### config.mk
export PLATFORM = sky130hd
export DESIGN_NAME = order_book_qty
export DESIGN_NICKNAME = d
export VERILOG_FILES = /design/src/rtl/order_book_qty.sv
export SDC_FILE = /design/constraint.sdc
export NUM_CORES = 1
export LEC_CHECK = 0
export CORE_MARGIN = 1
export CORE_UTILIZATION = 44
export CTS_BUF_LIST = sky130_fd_sc_hd__clkbuf_16
export DETAILED_ROUTE_END_ITERATION = 10
export GPL_TIMING_DRIVEN = 0
export REMOVE_ABC_BUFFERS = 1
export SLEW_MARGIN = 20
export SYNTH_ARGS = -nofsm -noshare
export SYNTH_HDL_FRONTEND = slang
export SYNTH_SLANG_ARGS = --single-unit
### constraint.sdc
create_clock -name clk -period 9.81 [get_ports clk]
set_input_delay 0.981 -clock clk [delete_from_list [all_inputs] [get_ports clk]]
set_output_delay 0.981 -clock clk [all_outputs]
set_load 0.02 [all_outputs]
### src/rtl/order_book_qty.sv
// ----------------------------------------------------------------------------
// order_book_qty
//   Quantity-aware limit order book holding DEPTH resting bids and DEPTH
//   resting asks. A crossed book produces at most one (possibly partial) fill
//   per cycle. An ML-driven circuit breaker can throttle order entry, widen
//   the crossing threshold, or pause the book entirely.
//
// Ports
//   clk, rst_n      clock, asynchronous active-low reset
//   in_valid/ready  order handshake; in_side 0=buy 1=sell, in_price, in_qty
//   cb_load         one-cycle pulse latching cb_mode / cb_param
//   match_*         registered one-cycle trade report (price = resting ask)
//   best_bid/ask    top of book (0 / all ones when the side is empty)
//   bid/ask_count   number of valid entries per side
//   cb_active       circuit breaker mode != NORMAL
//   cb_state        current circuit breaker mode
// ----------------------------------------------------------------------------
module order_book_qty #(
    parameter int DEPTH   = 4,
    parameter int PRICE_W = 8,
    parameter int QTY_W   = 8
) (
    input  logic                       clk,
    input  logic                       rst_n,
    input  logic                       in_valid,
    input  logic                       in_side,
    input  logic [PRICE_W-1:0]         in_price,
    input  logic [QTY_W-1:0]           in_qty,
    output logic                       in_ready,
    input  logic                       cb_load,
    input  logic [1:0]                 cb_mode,
    input  logic [7:0]                 cb_param,
    output logic                       match_valid,
    output logic [PRICE_W-1:0]         match_price,
    output logic [QTY_W-1:0]           match_qty,
    output logic [PRICE_W-1:0]         best_bid,
    output logic [PRICE_W-1:0]         best_ask,
    output logic [$clog2(DEPTH+1)-1:0] bid_count,
    output logic [$clog2(DEPTH+1)-1:0] ask_count,
    output logic                       cb_active,
    output logic [1:0]                 cb_state
);

    localparam int IDX_W = $clog2(DEPTH);
    localparam int CNT_W = $clog2(DEPTH+1);

    typedef enum logic [1:0] {
        CB_NORMAL   = 2'b00,
        CB_THROTTLE = 2'b01,
        CB_WIDEN    = 2'b10,
        CB_PAUSE    = 2'b11
    } cb_mode_e;

    // ------------------------------------------------------------------
    // Book storage
    // ------------------------------------------------------------------
    logic               bid_vld_q   [DEPTH];
    logic [PRICE_W-1:0] bid_price_q [DEPTH];
    logic [QTY_W-1:0]   bid_qty_q   [DEPTH];
    logic               ask_vld_q   [DEPTH];
    logic [PRICE_W-1:0] ask_price_q [DEPTH];
    logic [QTY_W-1:0]   ask_qty_q   [DEPTH];

    logic               bid_vld_d   [DEPTH];
    logic [PRICE_W-1:0] bid_price_d [DEPTH];
    logic [QTY_W-1:0]   bid_qty_d   [DEPTH];
    logic               ask_vld_d   [DEPTH];
    logic [PRICE_W-1:0] ask_price_d [DEPTH];
    logic [QTY_W-1:0]   ask_qty_d   [DEPTH];

    // Circuit breaker state. Only param[7:4] is ever consulted after the load
    // (throttle period and widen guard), so only those bits are kept.
    cb_mode_e           mode_q, mode_d;
    logic [3:0]         param_hi_q, param_hi_d;
    logic [8:0]         cd_q, cd_d;
    logic [3:0]         thr_q, thr_d;

    logic               match_valid_q;
    logic [PRICE_W-1:0] match_price_q;
    logic [QTY_W-1:0]   match_qty_q;

    // ------------------------------------------------------------------
    // Book scan: best price (ties to lowest index), lowest free slot, count
    // ------------------------------------------------------------------
    logic               bid_any, ask_any;
    logic [IDX_W-1:0]   best_bid_idx, best_ask_idx;
    logic [PRICE_W-1:0] best_bid_price, best_ask_price;
    logic               bid_free_ok, ask_free_ok;
    logic [IDX_W-1:0]   bid_free_idx, ask_free_idx;
    logic [CNT_W-1:0]   bid_cnt, ask_cnt;

    always_comb begin
        bid_any        = 1'b0;
        best_bid_idx   = '0;
        best_bid_price = '0;
        bid_free_ok    = 1'b0;
        bid_free_idx   = '0;
        bid_cnt        = '0;
        ask_any        = 1'b0;
        best_ask_idx   = '0;
        best_ask_price = '1;
        ask_free_ok    = 1'b0;
        ask_free_idx   = '0;
        ask_cnt        = '0;
        for (int i = 0; i < DEPTH; i++) begin
            if (bid_vld_q[i]) begin
                bid_cnt = bid_cnt + CNT_W'(1);
                // Strict compare keeps the earlier (lower) index on ties.
                if (!bid_any || (bid_price_q[i] > best_bid_price)) begin
                    bid_any        = 1'b1;
                    best_bid_idx   = IDX_W'(i);
                    best_bid_price = bid_price_q[i];
                end
            end else if (!bid_free_ok) begin
                bid_free_ok  = 1'b1;
                bid_free_idx = IDX_W'(i);
            end
            if (ask_vld_q[i]) begin
                ask_cnt = ask_cnt + CNT_W'(1);
                if (!ask_any || (ask_price_q[i] < best_ask_price)) begin
                    ask_any        = 1'b1;
                    best_ask_idx   = IDX_W'(i);
                    best_ask_price = ask_price_q[i];
                end
            end else if (!ask_free_ok) begin
                ask_free_ok  = 1'b1;
                ask_free_idx = IDX_W'(i);
            end
        end
    end

    // ------------------------------------------------------------------
    // Order gate and acceptance
    // ------------------------------------------------------------------
    logic order_gate;
    logic accept;
    logic store_bid, store_ask;

    always_comb begin
        order_gate = 1'b1;
        case (mode_q)
            CB_PAUSE:    order_gate = 1'b0;
            CB_THROTTLE: order_gate = (thr_q == 4'd0);
            default:     order_gate = 1'b1;
        endcase
    end

    assign in_ready  = order_gate & (in_side ? ask_free_ok : bid_free_ok);
    assign accept    = in_valid & in_ready;
    // Zero-quantity orders complete the handshake but never occupy a slot.
    assign store_bid = accept & ~in_side & (in_qty != '0);
    assign store_ask = accept &  in_side & (in_qty != '0);

    // ------------------------------------------------------------------
    // Matching
    // ------------------------------------------------------------------
    logic [2:0]         guard;
    logic [PRICE_W:0]   ask_plus_guard;
    logic               crossing;
    logic               do_match;
    logic [QTY_W-1:0]   bid_top_qty, ask_top_qty, fill;

    assign guard          = (mode_q == CB_WIDEN) ? param_hi_q[3:1] : 3'd0;
    // One extra bit so an ask near all-ones plus the guard cannot wrap.
    assign ask_plus_guard = {1'b0, best_ask_price} + {{(PRICE_W-2){1'b0}}, guard};
    assign crossing       = bid_any & ask_any & ({1'b0, best_bid_price} >= ask_plus_guard);
    assign do_match       = crossing & (mode_q != CB_PAUSE);
    assign bid_top_qty    = bid_qty_q[best_bid_idx];
    assign ask_top_qty    = ask_qty_q[best_ask_idx];
    assign fill           = (bid_top_qty < ask_top_qty) ? bid_top_qty : ask_top_qty;

    // ------------------------------------------------------------------
    // Per-entry next state. The write target is always an invalid slot and
    // the debited entry is always valid, so the two never collide.
    // ------------------------------------------------------------------
    genvar gi;
    generate
        for (gi = 0; gi < DEPTH; gi++) begin : g_entry
            logic             bid_wr, bid_hit, ask_wr, ask_hit;
            logic [QTY_W-1:0] bid_rem, ask_rem;

            assign bid_wr  = store_bid & (bid_free_idx == IDX_W'(gi));
            assign bid_hit = do_match & (best_bid_idx == IDX_W'(gi));
            assign bid_rem = bid_qty_q[gi] - fill;
            assign ask_wr  = store_ask & (ask_free_idx == IDX_W'(gi));
            assign ask_hit = do_match & (best_ask_idx == IDX_W'(gi));
            assign ask_rem = ask_qty_q[gi] - fill;

            assign bid_vld_d[gi]   = bid_wr | (bid_vld_q[gi] & ~(bid_hit & (bid_rem == '0)));
            assign bid_price_d[gi] = bid_wr ? in_price : bid_price_q[gi];
            assign bid_qty_d[gi]   = bid_wr ? in_qty : (bid_hit ? bid_rem : bid_qty_q[gi]);
            assign ask_vld_d[gi]   = ask_wr | (ask_vld_q[gi] & ~(ask_hit & (ask_rem == '0)));
            assign ask_price_d[gi] = ask_wr ? in_price : ask_price_q[gi];
            assign ask_qty_d[gi]   = ask_wr ? in_qty : (ask_hit ? ask_rem : ask_qty_q[gi]);
        end
    endgenerate

    always_ff @(posedge clk or negedge rst_n) begin
        if (!rst_n) begin
            for (int i = 0; i < DEPTH; i++) begin
                bid_vld_q[i]   <= 1'b0;
                bid_price_q[i] <= '0;
                bid_qty_q[i]   <= '0;
                ask_vld_q[i]   <= 1'b0;
                ask_price_q[i] <= '0;
                ask_qty_q[i]   <= '0;
            end
        end else begin
            for (int i = 0; i < DEPTH; i++) begin
                bid_vld_q[i]   <= bid_vld_d[i];
                bid_price_q[i] <= bid_price_d[i];
                bid_qty_q[i]   <= bid_qty_d[i];
                ask_vld_q[i]   <= ask_vld_d[i];
                ask_price_q[i] <= ask_price_d[i];
                ask_qty_q[i]   <= ask_qty_d[i];
            end
        end
    end

    // ------------------------------------------------------------------
    // Trade report: pulse on match, price/qty hold between trades
    // ------------------------------------------------------------------
    always_ff @(posedge clk or negedge rst_n) begin
        if (!rst_n) begin
            match_valid_q <= 1'b0;
            match_price_q <= '0;
            match_qty_q   <= '0;
        end else begin
            match_valid_q <= do_match;
            if (do_match) begin
                match_price_q <= best_ask_price;
                match_qty_q   <= fill;
            end
        end
    end

    // ------------------------------------------------------------------
    // Circuit breaker: a load always wins; otherwise an active mode counts
    // down and falls back to NORMAL one cycle after reaching zero.
    // ------------------------------------------------------------------
    always_comb begin
        mode_d     = mode_q;
        param_hi_d = param_hi_q;
        cd_d       = cd_q;
        thr_d      = 4'd0;
        if (cb_load) begin
            mode_d     = cb_mode_e'(cb_mode);
            param_hi_d = cb_param[7:4];
            case (cb_mode_e'(cb_mode))
                CB_NORMAL: cd_d = 9'd0;
                CB_PAUSE:  cd_d = {cb_param, 1'b0};
                default:   cd_d = {1'b0, cb_param};
            endcase
        end else begin
            if (mode_q != CB_NORMAL) begin
                if (cd_q == 9'd0) begin
                    mode_d = CB_NORMAL;
                end else begin
                    cd_d = cd_q - 9'd1;
                end
            end
            // Throttle opens the gate once every param_hi+1 cycles.
            if (mode_q == CB_THROTTLE) begin
                thr_d = (thr_q == param_hi_q) ? 4'd0 : thr_q + 4'd1;
            end
        end
    end

    always_ff @(posedge clk or negedge rst_n) begin
        if (!rst_n) begin
            mode_q     <= CB_NORMAL;
            param_hi_q <= 4'd0;
            cd_q       <= 9'd0;
            thr_q      <= 4'd0;
        end else begin
            mode_q     <= mode_d;
            param_hi_q <= param_hi_d;
            cd_q       <= cd_d;
            thr_q      <= thr_d;
        end
    end

    // ------------------------------------------------------------------
    // Outputs
    // ------------------------------------------------------------------
    assign match_valid = match_valid_q;
    assign match_price = match_price_q;
    assign match_qty   = match_qty_q;
    assign best_bid    = best_bid_price;
    assign best_ask    = best_ask_price;
    assign bid_count   = bid_cnt;
    assign ask_count   = ask_cnt;
    assign cb_active   = (mode_q != CB_NORMAL);
    assign cb_state    = mode_q;

endmodule
==> flow_results.org <==
** Status
- The flow ran to the end, and the final reports show no timing, DRC or antenna violations.

** Floorplan
- After floorplanning, the core was sized to cover between 30000 and 40000 um2.
- Count of boundary I/O pins :: 74
- From bottom edge to top edge, the die measures roughly 180 um.
- Measured along the x axis, the die boundary spans approximately 180 um.
- DIE AREA :: 32660 um2
- The initial utilization of the core area, before any placement, comes to between 40% and 50%.
- Std cell rows :: between 60 and 70

** Timing
- The worst pin sits at a relative slew slack of around a quarter.
- Setup total negative slack :: 0 ps
- For the pin with the worst max-slew slack, the measured transition is approximately 1100 ps.
- Fin Clk Skew :: between 10 and 15 ps
- Number of slew-limit violations in the final report :: 0
- Final critical-path required period :: 9527 ps
- Worst hold slack after final layout :: ~500 ps
- Setup violations remaining at the end of the flow were counted as 0.
- Derived from the worst setup path, the maximum achievable clock frequency is 105.0 MHz.
- In the finished design, the share of the clock period the worst path needs comes to a little over nine tenths.
- Final Hold Viols :: 0

** Route
- Sum of routed wire length over all layers :: roughly 44 mm
- For this block, the via count after detailed routing is 12599.
- Initial drt markers :: 974
- In the routed layout, each cell is associated on average with a via count of 5.865.
- In the final routed layout, each cell accounts on average for between 20 and 25 um.
- For this run, design rule violations remaining after detail routing come to 0.
- First-pass iteration count of the detailed router :: 6
- The detail route stage leaves a number of antenna-violating nets equal to 0.

** CTS
- CTS root buf :: sky130_fd_sc_hd__clkbuf_16
- TritonCTS Buffers :: 17
- Clock-pin transition on the worst setup and hold timing paths :: around 70 ps
- The later pin in the worst-skew pair is clocked with a latency of 460 ps.
- Number of levels in the clock H-tree :: 4
- TritonCTS built the clock tree.
- Clock net sink count :: 172
- No sink is reached through more buffers than the 2 on the longest clock path.

** Worst hold path
- Path category of the worst min-delay check :: flop to flop

** Critical path
- Worst R2R Start :: ask_vld_q[3]
- The slowest stage of the critical path is the sky130_fd_sc_hd__dfrtp_2 cell.
- In this run the worst setup path begins at ask_vld_q[3].
- For the worst setup path, the data arrival time is about 10000 ps.
- STA classifies the critical path endpoint as a flop.
- Setup slack of the most critical reg-to-reg path :: approximately 280 ps
- Crit path capture :: ask_vld_q[0]
- Worst setup path class :: flop to flop
- Counting cells, the worst reg-to-reg path comes to 42.
- Launching element type of the critical path :: flop
- CP max FO :: 13
- The largest single stage delay on the critical path is approximately 470 ps.
- Critical Path Most Common Cell :: sky130_fd_sc_hd__ha_1
- Critical path required time :: 10070 ps
- The worst register-to-register path ends at ask_vld_q[0].

** Synthesis
- Adder-cell share of the synthesized area :: approximately 11%
- Number of synthesis warnings :: 0
- In the post-synthesis netlist, the biggest area contributors are sky130_fd_sc_hd__dfrtp_1 (31%), sky130_fd_sc_hd__ha_1 (9.0%), sky130_fd_sc_hd__nand2_1 (7.2%).
- The portion of synthesized area spent on multiplexers is between 6 and 7%.
- Number of synthesized flops with an enable pin :: 0
- Netlist Area Pre-Place :: 14050 um2
- Synth Register Bits :: between 150 and 200
- The share of synthesized area in the top cell type comes to a little under a third.
- Summing the areas of all compound-gate instances in the mapped netlist gives between 10% and 20% of the synthesized area.
- Xor and xnor fraction of the mapped netlist area :: under 10%
- The synthesized netlist devotes 18.22% of its cell area to simple gates.
- Synthesis handed over a netlist of 1682 instances.
- Sequential cells were found to cover a little under a third of the synthesized design area.
- Number of distinct library cells after synthesis :: between 90 and 100
- By area, the combinational part of the netlist is dominated by compound AO/OA/AOI/OAI gates.
- Of all cell types, the one taking the most synthesized area is sky130_fd_sc_hd__dfrtp_1.
- Mapped Avg Cell Area :: about 8.4 um2
- In the synthesized netlist the async set-or-reset flop fraction comes to 100.0%.
- In the synthesized netlist the dominant register cell turns out to be sky130_fd_sc_hd__dfrtp_1.

** Flow run
- The tool flagged a number of max-cap violations equal to 0.

** Final layout
- In the final layout, the share of cells above drive strength 1 is 15.06%.
- Layout-stage area growth over the synthesis result :: 17.04%
- Number of inserted diodes :: 0
- Final standard cell count with taps included and fillers excluded :: ~2100
- In the layout the commonest cells are sky130_fd_sc_hd__nand2_1 (264), sky130_fd_sc_hd__dfrtp_1 (170), sky130_fd_sc_hd__o21ai_0 (111).
- At the end of the flow, the number of nets in the layout was ~1900.
- Leaving out fill and tap cells, the most frequent cell in the layout is sky130_fd_sc_hd__nand2_1.
- Measured on the finished design, the core utilization comes to 52.26%.

** Global routing
- Largest net degree at the start of global routing :: 90
- Across every metal layer, demand over resource in global routing totals 27.15%.
- The via count of the first global-routing pass came to 12156.
- Number of antenna violations at the first check in global routing :: 0
- Wire length of the first global-routing pass :: approximately 69 mm
- Summed over all layers, the global routing overflow is 0.

** Placed design
- # port buffers :: 73
- In this run, placement finished with an instance count of roughly 2100.
- Hpwl dp :: between 30 and 40 mm
- Final weighted congestion in routability-driven placement :: roughly 0.91
==> registers in the layout (all words and copies together) (netlist names) <==
signal       flops
cb_state         2
match_valid      1
match_price      8
match_qty        8
ask_price_q     32
param_hi_q       4
cd_q             9
ask_qty_q       32
bid_price_q     32
bid_vld_q        4
thr_q            4
ask_vld_q        4
bid_qty_q       32
==> per-layer routing <==
metal | up-vias | GRT usage (%) | routed length [um]
met4 | 0 | 8.615 | 1109
met1 | 6116 | 37.75 | 20350
met3 | 54 | 3.830 | 2367
met2 | 392 | 43.40 | 20080
met5 | - | 0 | 0
li1 | 6037 | - | -
==> critical path: cells and delay by family (launching register included) <==
kind            cells  cell delay [ps]
compound gates     19             3790
simple gates        9             1600
fa+ha+maj           8             2520
mux                 1              260
buf+inv             5              640
flops               1              470
==> how the worst min path moves through the flow <==
stage | from | to | slack [ps] | cells after the start
3_5_place_dp | ask_price_q[25] | ask_price_q[25] | 470 | 2
3_3_place_gp | ask_price_q[25] | ask_price_q[25] | 470 | 2
2_1_floorplan | ask_price_q[24] | ask_price_q[24] | 440 | 2
5_1_grt | bid_price_q[24] | bid_price_q[24] | 520 | 1
4_1_cts | ask_price_q[25] | ask_price_q[25] | 490 | 2
6_report | ask_price_q[25] | ask_price_q[25] | 500 | 2
==> repair_timing <==
action                     in CTS  in global routing
pin swaps                       5                 23
hold buffers                    0                  0
gates cloned                    3                  1
setup endpoints to repair      89                 68
setup buffers                  21                 19
gates resized for setup        41                 60
==> cells in the mapped netlist (15+ instances only) <==
library cell / n
sky130_fd_sc_hd__dfrtp_1: 172
sky130_fd_sc_hd__xnor2_1: 108
sky130_fd_sc_hd__a21o_1: 23
sky130_fd_sc_hd__maj3_1: 22
sky130_fd_sc_hd__and2_1: 20
sky130_fd_sc_hd__nand2_1: 271
sky130_fd_sc_hd__nor2_1: 112
sky130_fd_sc_hd__mux2_2: 62
sky130_fd_sc_hd__a21oi_1: 88
sky130_fd_sc_hd__nand3_1: 27
sky130_fd_sc_hd__ha_1: 101
sky130_fd_sc_hd__nor3_1: 15
sky130_fd_sc_hd__inv_1: 80
sky130_fd_sc_hd__clkbuf_1: 74
sky130_fd_sc_hd__mux2i_1: 27
sky130_fd_sc_hd__xor2_1: 33
sky130_fd_sc_hd__buf_2: 17
sky130_fd_sc_hd__o21ai_0: 124
sky130_fd_sc_hd__nor2b_1: 21
sky130_fd_sc_hd__nand2b_1: 21
==> cell type report <==
cell class | instances | area (um2)
Multi-Input combinational cell | 1330 | 9502
Tap cell | 402 | 503.0
Clock inverter | 15 | 133.9
Sequential cell | 172 | 4307
Fill cell | 2920 | 15030
Timing Repair Buffer | 130 | 1267
Inverter | 82 | 310.3
Clock buffer | 17 | 425.4
==> metrics by stage <==
stage / instance area [um2] / setup slack (ps)
2_1_floorplan: 13630 / -705.0
3_3_place_gp: 14860 / -3553
3_5_place_dp: 15120 / -2795
4_1_cts: 16050 / 12.54
5_1_grt: 16450 / -141.5
6_report: 16450 / 283.0
==> kinds of logic after synthesis <==
| family | Yosys count |
|---|---|
| XOR/XNOR | 142 |
| buffers and inverters | 184 |
| multiplexers | 89 |
| flip-flops | 172 |
| adder cells (fa/ha/maj) | 128 |
| AO/OA/AOI/OAI | 409 |
| AND/OR/NAND/NOR | 558 |
Power is not shown: default switching activity piles up to over one toggle a cycle in this logic, so the estimate is an artifact.
